==> src/rtl/serial_adder_ctrl.sv <==
// Bit-serial unsigned adder: one full-adder cell, one bit per clock, LSB first.
// Operands are captured on an accepted start, the carry is held in a flop
// between bits, and the finished sum/cout are registered with a done pulse.

// Gate-level full-adder cell shared by every bit position.
module fa_struct (
  input  logic a,
  input  logic b,
  input  logic ci,
  output logic s,
  output logic co
);

  logic ab_x;
  logic ab_a;
  logic cx_a;

  assign ab_x = a ^ b;
  assign ab_a = a & b;
  assign cx_a = ab_x & ci;
  assign s    = ab_x ^ ci;
  assign co   = ab_a | cx_a;

endmodule

module serial_adder_ctrl #(
  parameter int WIDTH = 8
) (
  input  logic             clk,
  input  logic             rst_n,
  input  logic             start,
  input  logic [WIDTH-1:0] a,
  input  logic [WIDTH-1:0] b,
  input  logic             cin,
  output logic             busy,
  output logic             done,
  output logic [WIDTH-1:0] sum,
  output logic             cout
);

  localparam int CNT_W = (WIDTH > 1) ? $clog2(WIDTH) : 1;
  localparam logic [CNT_W-1:0] LAST_BIT = CNT_W'(WIDTH - 1);

  typedef enum logic [1:0] {
    IDLE = 2'd0,
    ADD  = 2'd1,
    DONE = 2'd2
  } state_t;

  state_t           state_q, state_d;
  logic [WIDTH-1:0] a_sr_q, a_sr_d;
  logic [WIDTH-1:0] b_sr_q, b_sr_d;
  logic [WIDTH-1:0] s_sr_q, s_sr_d;
  logic             carry_q, carry_d;
  logic [CNT_W-1:0] cnt_q, cnt_d;
  logic             busy_q, busy_d;
  logic             done_q, done_d;
  logic [WIDTH-1:0] sum_q, sum_d;
  logic             cout_q, cout_d;

  logic             fa_s;
  logic             fa_co;
  logic [WIDTH-1:0] s_sr_shift;

  // The single adder cell always looks at the current LSBs and the held carry.
  fa_struct u_fa (
    .a  (a_sr_q[0]),
    .b  (b_sr_q[0]),
    .ci (carry_q),
    .s  (fa_s),
    .co (fa_co)
  );

  // New sum bit enters at the MSB so that after WIDTH shifts bit 0 sits at the LSB.
  assign s_sr_shift = (s_sr_q >> 1) | {fa_s, {(WIDTH-1){1'b0}}};

  // Next-state and datapath update for the serial add sequence.
  always_comb begin
    state_d = state_q;
    a_sr_d  = a_sr_q;
    b_sr_d  = b_sr_q;
    s_sr_d  = s_sr_q;
    carry_d = carry_q;
    cnt_d   = cnt_q;
    sum_d   = sum_q;
    cout_d  = cout_q;

    case (state_q)
      IDLE: begin
        if (start) begin
          a_sr_d  = a;
          b_sr_d  = b;
          carry_d = cin;
          cnt_d   = '0;
          state_d = ADD;
        end
      end

      ADD: begin
        a_sr_d  = a_sr_q >> 1;
        b_sr_d  = b_sr_q >> 1;
        s_sr_d  = s_sr_shift;
        carry_d = fa_co;
        cnt_d   = cnt_q + CNT_W'(1);
        if (cnt_q == LAST_BIT) begin
          // Last bit: publish the completed word and the final carry together.
          sum_d   = s_sr_shift;
          cout_d  = fa_co;
          cnt_d   = '0;
          state_d = DONE;
        end
      end

      DONE: begin
        state_d = IDLE;
      end

      default: begin
        state_d = IDLE;
      end
    endcase

    // Handshake outputs are registered copies of the state being entered.
    busy_d = (state_d == ADD);
    done_d = (state_d == DONE);
  end

  // State, datapath and registered outputs; reset aborts any operation at once.
  always_ff @(posedge clk or negedge rst_n) begin
    if (!rst_n) begin
      state_q <= IDLE;
      a_sr_q  <= '0;
      b_sr_q  <= '0;
      s_sr_q  <= '0;
      carry_q <= 1'b0;
      cnt_q   <= '0;
      busy_q  <= 1'b0;
      done_q  <= 1'b0;
      sum_q   <= '0;
      cout_q  <= 1'b0;
    end else begin
      state_q <= state_d;
      a_sr_q  <= a_sr_d;
      b_sr_q  <= b_sr_d;
      s_sr_q  <= s_sr_d;
      carry_q <= carry_d;
      cnt_q   <= cnt_d;
      busy_q  <= busy_d;
      done_q  <= done_d;
      sum_q   <= sum_d;
      cout_q  <= cout_d;
    end
  end

  assign busy = busy_q;
  assign done = done_q;
  assign sum  = sum_q;
  assign cout = cout_q;

endmodule

==> config.mk <==
export PLATFORM = sky130hd
export DESIGN_NAME = serial_adder_ctrl
export DESIGN_NICKNAME = d
export VERILOG_FILES = /design/src/rtl/serial_adder_ctrl.sv
export SDC_FILE = /design/constraint.sdc
export NUM_CORES = 1
export LEC_CHECK = 0
export ABC_CLOCK_PERIOD_IN_PS = 4059
export CAP_MARGIN = 20
export CORE_MARGIN = 2
export CORE_UTILIZATION = 55
export CTS_CLUSTER_SIZE = 16
export DETAILED_ROUTE_END_ITERATION = 6
export PLACE_DENSITY = 0.83
export SETUP_SLACK_MARGIN = 0.4
export SLEW_MARGIN = 10
export SYNTH_ARGS = -nofsm -noshare
export SYNTH_HDL_FRONTEND = slang
export SYNTH_SLANG_ARGS = --single-unit
==> constraint.sdc <==
create_clock -name clk -period 4.06 [get_ports clk]
set_input_delay 0.812 -clock clk [delete_from_list [all_inputs] [get_ports clk]]
set_output_delay 0.812 -clock clk [all_outputs]
set_load 0.005 [all_outputs]
==> impl_metrics.prom <==
# TYPE chip_impl_metric gauge
chip_impl_metric{name="postSynthCellCount",unit=""} 167
chip_impl_metric{name="num_rows",unit=""} 20
chip_impl_metric{name="final_net_count",unit=""} 215
chip_impl_metric{name="detail_route.vias_per_cell",unit=""} 5.53
chip_impl_info{name="critical_path.startpoint_type",value="register"} 1
chip_impl_metric{name="floorplan.core_area",unit="sq mm"} 0.00305
chip_impl_metric{name="antenna_violating_nets_post_route",unit=""} 0
chip_impl_metric{name="place.detailed.hpwl",unit="um"} 2290
chip_impl_info{name="outcome",value="finished, final reports clean"} 1
chip_impl_metric{name="first_pass_grt_wire_length",unit="um"} 5580
chip_impl_metric{name="synthesis.yosys.warnings",unit=""} 0
chip_impl_metric{name="area_growth_syn_to_layout",unit="%"} 18.8
chip_impl_metric{name="start_util",unit=""} 0.582
chip_impl_metric{name="die_width",unit="um"} 60.8
chip_impl_metric{name="port_buffers",unit=""} 30
chip_impl_metric{name="postSynthRegisterBits",unit=""} 40
chip_impl_metric{name="floorplan.die_area",unit="sq mm"} 0.00370
chip_impl_info{name="synth_top_cell_by_area",value="dfrtp_1"} 1
chip_impl_metric{name="cp_slowest_stage_delay",unit="ns"} 0.88
chip_impl_metric{name="p_leak",unit="uW"} 0.000976
chip_impl_metric{name="clock_latency",unit="ns"} 0.36
chip_impl_metric{name="remaining_design_rule_violation_count",unit=""} 0
chip_impl_metric{name="first_pass_iters",unit=""} 4
chip_impl_metric{name="ios",unit=""} 31
chip_impl_metric{name="netlist-cell-type-count",unit=""} 30
chip_impl_metric{name="grt-ovfl-total",unit=""} 0
chip_impl_metric{name="globalRouteMet1Util",unit=""} 0.273
chip_impl_info{name="min_path_type",value="register to register"} 1
chip_impl_metric{name="clock_transition_at_the_registers_of_the_reported_paths",unit="ns"} 0.12
chip_impl_metric{name="worst-path-max-fanout",unit=""} 25
chip_impl_metric{name="grt_start_max_net_pins",unit=""} 41
chip_impl_metric{name="synth_fp_nets",unit=""} 190
chip_impl_metric{name="post_cts_hold_fix_bufs",unit=""} 0
chip_impl_metric{name="worst_slew_margin_rel",unit=""} 0.432
chip_impl_metric{name="track_usage",unit=""} 0.213
chip_impl_metric{name="final_setup_fails",unit=""} 0
chip_impl_metric{name="tightestPinTransition",unit="ns"} 0.851
chip_impl_metric{name="crit_required",unit="ns"} 4.34
chip_impl_metric{name="grt.met3_usage",unit=""} 0.0704
chip_impl_metric{name="report.final.slew_viol_count",unit=""} 0
chip_impl_metric{name="final-hold-violation-count",unit=""} 0
chip_impl_info{name="tritoncts_clock_tree",value="done"} 1
chip_impl_metric{name="h-tree-depth",unit=""} 2
chip_impl_metric{name="yosys.area.top_type_share",unit=""} 0.564
chip_impl_info{name="ys_top_cells_by_area",value="dfrtp_1 (56%), mux2_4 (6.8%), nand2_1 (6.1%)"} 1
chip_impl_metric{name="post-route-min-period",unit="ns"} 2.06
chip_impl_info{name="endpoint_kind",value="register"} 1
chip_impl_metric{name="fraction_of_layout_instances_using_a_drive_strength_above_1",unit=""} 0.109
chip_impl_metric{name="multi_input_comb_area",unit="sq um"} 683
chip_impl_info{name="critical-path-top-delay-family",value="simple AND/OR/NAND/NOR gates"} 1
chip_impl_metric{name="drt_iter0_markers",unit=""} 44
chip_impl_metric{name="clock-sinks",unit=""} 40
chip_impl_metric{name="cp_num_buf_inv",unit=""} 0
chip_impl_metric{name="mean_routed_wirelength_per_cell",unit="um"} 14.1
chip_impl_metric{name="area.sequential",unit="sq mm"} 0.00100
chip_impl_metric{name="maxCapViolCount",unit=""} 0
chip_impl_metric{name="initial_antenna_violation_count",unit=""} 0
chip_impl_metric{name="postCtsSetupRepairBufs",unit=""} 0
chip_impl_metric{name="filler_cell_count",unit=""} 257
chip_impl_metric{name="cts_resized",unit=""} 0
chip_impl_metric{name="peakVddDrop",unit="mV"} 0.358
chip_impl_metric{name="ctsLongestPathBuffers",unit=""} 2
chip_impl_metric{name="place_congestion",unit=""} 0.764
chip_impl_info{name="crit_path_cell_trace",value="or2b_1 -> o22ai_1 -> nor3_1"} 1
chip_impl_metric{name="worst-endpoint-arrival",unit="ns"} 2.34
chip_impl_metric{name="fin_tns_setup",unit="ns"} 0
chip_impl_metric{name="vias_in_the_first_global_route",unit=""} 1223
chip_impl_info{name="worst_path_max_delay_cell",value="dfrtp_1"} 1
chip_impl_info{name="path_class",value="register to register"} 1
chip_impl_metric{name="finalInstanceArea",unit="sq mm"} 0.00211
chip_impl_metric{name="netlist_area",unit="sq mm"} 0.00178
chip_impl_metric{name="tritoncts.num_buffers",unit=""} 5
chip_impl_metric{name="yosysSeqAreaShare",unit=""} 0.564
chip_impl_metric{name="drt_wl_total",unit="um"} 3350
chip_impl_info{name="grt_busiest_layer",value="met2"} 1
chip_impl_info{name="cts.root.buffer_cell",value="clkbuf_4"} 1
chip_impl_metric{name="vias",unit=""} 1311
chip_impl_metric{name="die_height",unit="um"} 60.8
chip_impl_metric{name="achievable-frequency",unit="GHz"} 0.486
chip_impl_metric{name="global_route.usage.met2",unit=""} 0.330
chip_impl_metric{name="min_period_over_period",unit=""} 0.507
chip_impl_info{name="grt_setup_unrepaired",value="false"} 1
chip_impl_metric{name="antennaDiodeCount",unit=""} 0
chip_impl_metric{name="postPlaceCellArea",unit="sq mm"} 0.00205
chip_impl_metric{name="fin_worst_skew",unit="ns"} 0.00776
chip_impl_metric{name="syn_avg_cell_area",unit="sq um"} 10.6
chip_impl_metric{name="p_per_area",unit="mW/mm^2"} 705
## cells in the final DEF, fill, tap and decap left out, types with 2 or more instances in the layout
cell	instances
clkinv_2	2
inv_1	5
o22ai_1	12
a21oi_1	4
ha_1	2
dfrtp_1	40
mux2_4	8
clkbuf_4	5
a32oi_1	2
clkdlybuf4s50_1	29
o32ai_1	2
o21ai_0	4
nor2_1	15
nor3_1	19
nand2_1	29
a2bb2oi_1	2
## kinds of logic (layout without fill, tap and decap cells)
group / Yosys count / count (layout) / share of synthesized area
compound gates: 29 / 29 / 0.109
fa+ha+maj: 3 / 3 / 0.0254
buf+inv: 17 / 43 / 0.0514
flops: 40 / 40 / 0.564
mux: 9 / 9 / 0.0740
simple gates: 69 / 69 / 0.177
## metrics by stage
| step | utilization | setup slack [ns] | cells | hold slack, ns | power, uW |
|---|---|---|---|---|---|
| global placement | 0.673 | 1.75 | 229 | 0.458 | 1250 |
| detailed placement | 0.673 | 1.71 | 229 | 0.484 | 1290 |
| CTS | 0.691 | 1.97 | 237 | 0.511 | 1490 |
| finish | 0.691 | 2.00 | 237 | 0.510 | 1490 |
| floorplan | - | 2.49 | 167 | 0.442 | 1110 |
| global route | 0.691 | 1.80 | 237 | 0.535 | 1600 |
## synthesized netlist by cell type
cell type,count
o32a_1,1
clkbuf_1,1
buf_6,2
a2bb2oi_1,2
mux2_2,1
o21ai_0,4
dfrtp_1,40
nor4b_1,1
or2_2,1
o32ai_1,2
o22ai_1,12
or2b_1,1
buf_1,1
nand2b_1,1
nor2_1,15
mux2_4,8
nand2_4,1
ha_1,2
buf_4,1
buf_2,5
fa_1,1
a32oi_1,2
a21oi_1,4
nor3_1,19
o21a_1,1
o31ai_1,1
nor2b_4,1
clkbuf_2,2
inv_1,5
nand2_1,29
## layer usage
metal	wire length, um	vias up
met1	1510	639
met3	178	6
met4	66	0
met5	0	-
li1	-	627
met2	1600	39
## power by group
part	total [uW]	switching (uW)	internal, uW
registers	709	133	575
logic	576	261	315
clock network	202	136	66.5
total	1490	530	957
## registers in the layout, indices dropped and copies added (netlist names)
register	count
cout	1
sum	8
b_sr_q	8
state_q	2
done	1
cnt_q	3
busy	1
s_sr_q	7
carry_q	1
a_sr_q	8
## worst paths after layout
path	slack, ns	cells past startpoint	endpoint	start
min in group asynchronous	0.54	1	sum[1]	rst_n
setup reg to reg	2.00	3	b_sr_q[5]	state_q[1]
hold reg to reg	0.51	2	s_sr_q[3]	s_sr_q[4]
hold / removal	0.51	2	s_sr_q[3]	s_sr_q[4]
setup / recovery	2.00	3	b_sr_q[5]	state_q[1]
max in group asynchronous	2.99	1	b_sr_q[6]	rst_n
## final cells by class
cell class,instances,share of cell area
Sequential cell,40,0.474
Multi-Input combinational cell,110,0.324
Timing Repair Buffer,30,0.140
Tap cell,44,0.0261
Clock buffer,5,0.0178
Clock inverter,3,0.00890
Inverter,5,0.00890
## worst register-to-register path: stages, from the launching register on
cell and delay, ns:
dfrtp_1 0.88, or2b_1 0.69, o22ai_1 0.17, nor3_1 0.23
Power figures use the tool's default switching activity.
==> patch, RTL diff (config.mk and constraints unchanged) <==
Re-encode `state_t` (3 states) as one-hot, 3 bits wide.
--- a/src/rtl/serial_adder_ctrl.sv
+++ b/src/rtl/serial_adder_ctrl.sv
@@ -41,10 +41,10 @@
   localparam int CNT_W = (WIDTH > 1) ? $clog2(WIDTH) : 1;
   localparam logic [CNT_W-1:0] LAST_BIT = CNT_W'(WIDTH - 1);
 
-  typedef enum logic [1:0] {
-    IDLE = 2'd0,
-    ADD  = 2'd1,
-    DONE = 2'd2
+  typedef enum logic [2:0] {
+    IDLE = 3'b001,
+    ADD  = 3'b010,
+    DONE = 3'b100
   } state_t;
 
   state_t           state_q, state_d;
Formal check against the unedited RTL: same outputs for any inputs over 10 cycles, from zero or initial values and one cycle with rst_n low; not proved beyond that.
==> patch against the original RTL <==
  * Total power fell by 17%
  * Synthesized cell count down 29%
  * Sequential cell count up 1
  * Register-to-register slack about the same
  * Wire length decreased by 12%
  * Worst setup slack got worse by 0.36 ns
  * Sequential share of layout area increased by 0.70 points
  * Area after synthesis is essentially flat
  * Cell area grew 1.1%
  * Largest power group unchanged
==> patch: results <==
# TYPE chip_impl_metric gauge
chip_impl_metric{name="rrSetupSlack",unit="ns"} 2.00
chip_impl_metric{name="synth_seq_area_share",unit="%"} 57.90
chip_impl_metric{name="drt_first_iter_violations",unit=""} 42
chip_impl_metric{name="routed_wirelength",unit="mm"} 2.933
chip_impl_metric{name="drive_above_1_share",unit="%"} 22.97
chip_impl_info{name="synth.cells.most_frequent",value="dfrtp_1 (40), o22a_1 (30), mux2_4 (9)"} 1
chip_impl_metric{name="globalRouteTotalUtil",unit="%"} 18.32
chip_impl_metric{name="muxShareOfSynthArea",unit="%"} 12.69
chip_impl_metric{name="fill_cells",unit=""} 237
chip_impl_info{name="outcome",value="finished, final reports clean"} 1
chip_impl_info{name="cp_max_stage_cell",value="a21oi_4"} 1
chip_impl_metric{name="globalRouteMet1Util",unit="%"} 23.22
chip_impl_metric{name="worst_ir_drop_vdd",unit="mV"} 0.3493
chip_impl_metric{name="post_synth_adder_cell_area",unit="%"} 2.539
chip_impl_metric{name="synth.net_count",unit=""} 141
chip_impl_metric{name="fin_worst_skew",unit="ns"} 0.002344
chip_impl_metric{name="wl_met1",unit="mm"} 1.264
chip_impl_metric{name="wl_met2",unit="mm"} 1.475
chip_impl_metric{name="critical_path_arrival",unit="ns"} 2.65
chip_impl_metric{name="tcrit_tclk_final",unit="%"} 59.48
chip_impl_metric{name="routed-wl-met3",unit="um"} 117
chip_impl_metric{name="grt.met2_usage",unit="%"} 29.80
chip_impl_metric{name="vias",unit=""} 1090
chip_impl_metric{name="global_route.usage.met3",unit="%"} 4.051
chip_impl_metric{name="final_net_count",unit=""} 171
chip_impl_metric{name="worst_slew_margin_rel",unit="%"} 42.10
chip_impl_metric{name="dpl_worst_slack",unit="ns"} 1.311
chip_impl_info{name="path_delay_family",value="buffers and inverters"} 1
chip_impl_metric{name="crit_path_max_fanout",unit=""} 17
chip_impl_metric{name="ys_types",unit=""} 25
chip_impl_metric{name="compound_gate_fraction_of_synth_area",unit="%"} 19.61
chip_impl_info{name="ys_top_cells_by_area",value="dfrtp_1 (56%), o22a_1 (15%), mux2_4 (7.6%)"} 1
patch: cell count changes in the layout (fill, tap and decap cells not counted), sizes merged, moves of 8 or more:
cell,unedited run,this run
nor2,15,2
mux2,9,17
nor3,19,1
o22a,0,30
nand2,30,0
o22ai,12,0
patch: per-stage QoR:
| stage | hold slack (ns) | std cells | cell area [um2] | util, % |
|---|---|---|---|---|
| after global placement | 0.4874 | 185 | 2078 | 68.07 |
| after floorplan | 0.4771 | 118 | 1774 | - |
| after global routing | 0.5349 | 192 | 2133 | 69.88 |
| final | 0.5156 | 192 | 2133 | 69.88 |
| after detailed placement | 0.4920 | 185 | 2078 | 68.07 |
| after CTS | 0.5182 | 192 | 2133 | 69.88 |
patch: area by class of cell:
class                      count  area [um2]  share of cell area (%)
clock buffer                   7       55.05                   2.581
inverter                       1       3.754                  0.1760
multi-input combinational     69       696.9                   32.67
sequential                    41        1027                   48.15
tap                           44       55.05                   2.581
timing repair buffer          30       295.3                   13.84
patch: power by group:
| part | leakage (uW) | switching, uW | internal (uW) |
|---|---|---|---|
| combinational | 0.000357 | 165 | 232 |
| clock | 0.0000314 | 116 | 81.8 |
| sequential | 0.000510 | 94.7 | 548 |
patch: final timing paths:
kind,startpoint,to,cells after the start
setup / recovery,start,cnt_q[0]$_DFFE_PN0P_,5
hold / removal,s_sr_q[1]$_DFFE_PN0N_,sum[0]$_DFFE_PN0P_,1
setup reg to reg,state_q[0]$_DFF_PN1_,cnt_q[0]$_DFFE_PN0P_,4
hold reg to reg,s_sr_q[1]$_DFFE_PN0N_,sum[0]$_DFFE_PN0P_,1
max in group asynchronous,rst_n,state_q[1]$_DFF_PN0_,1
min in group asynchronous,rst_n,sum[5]$_DFFE_PN0P_,1
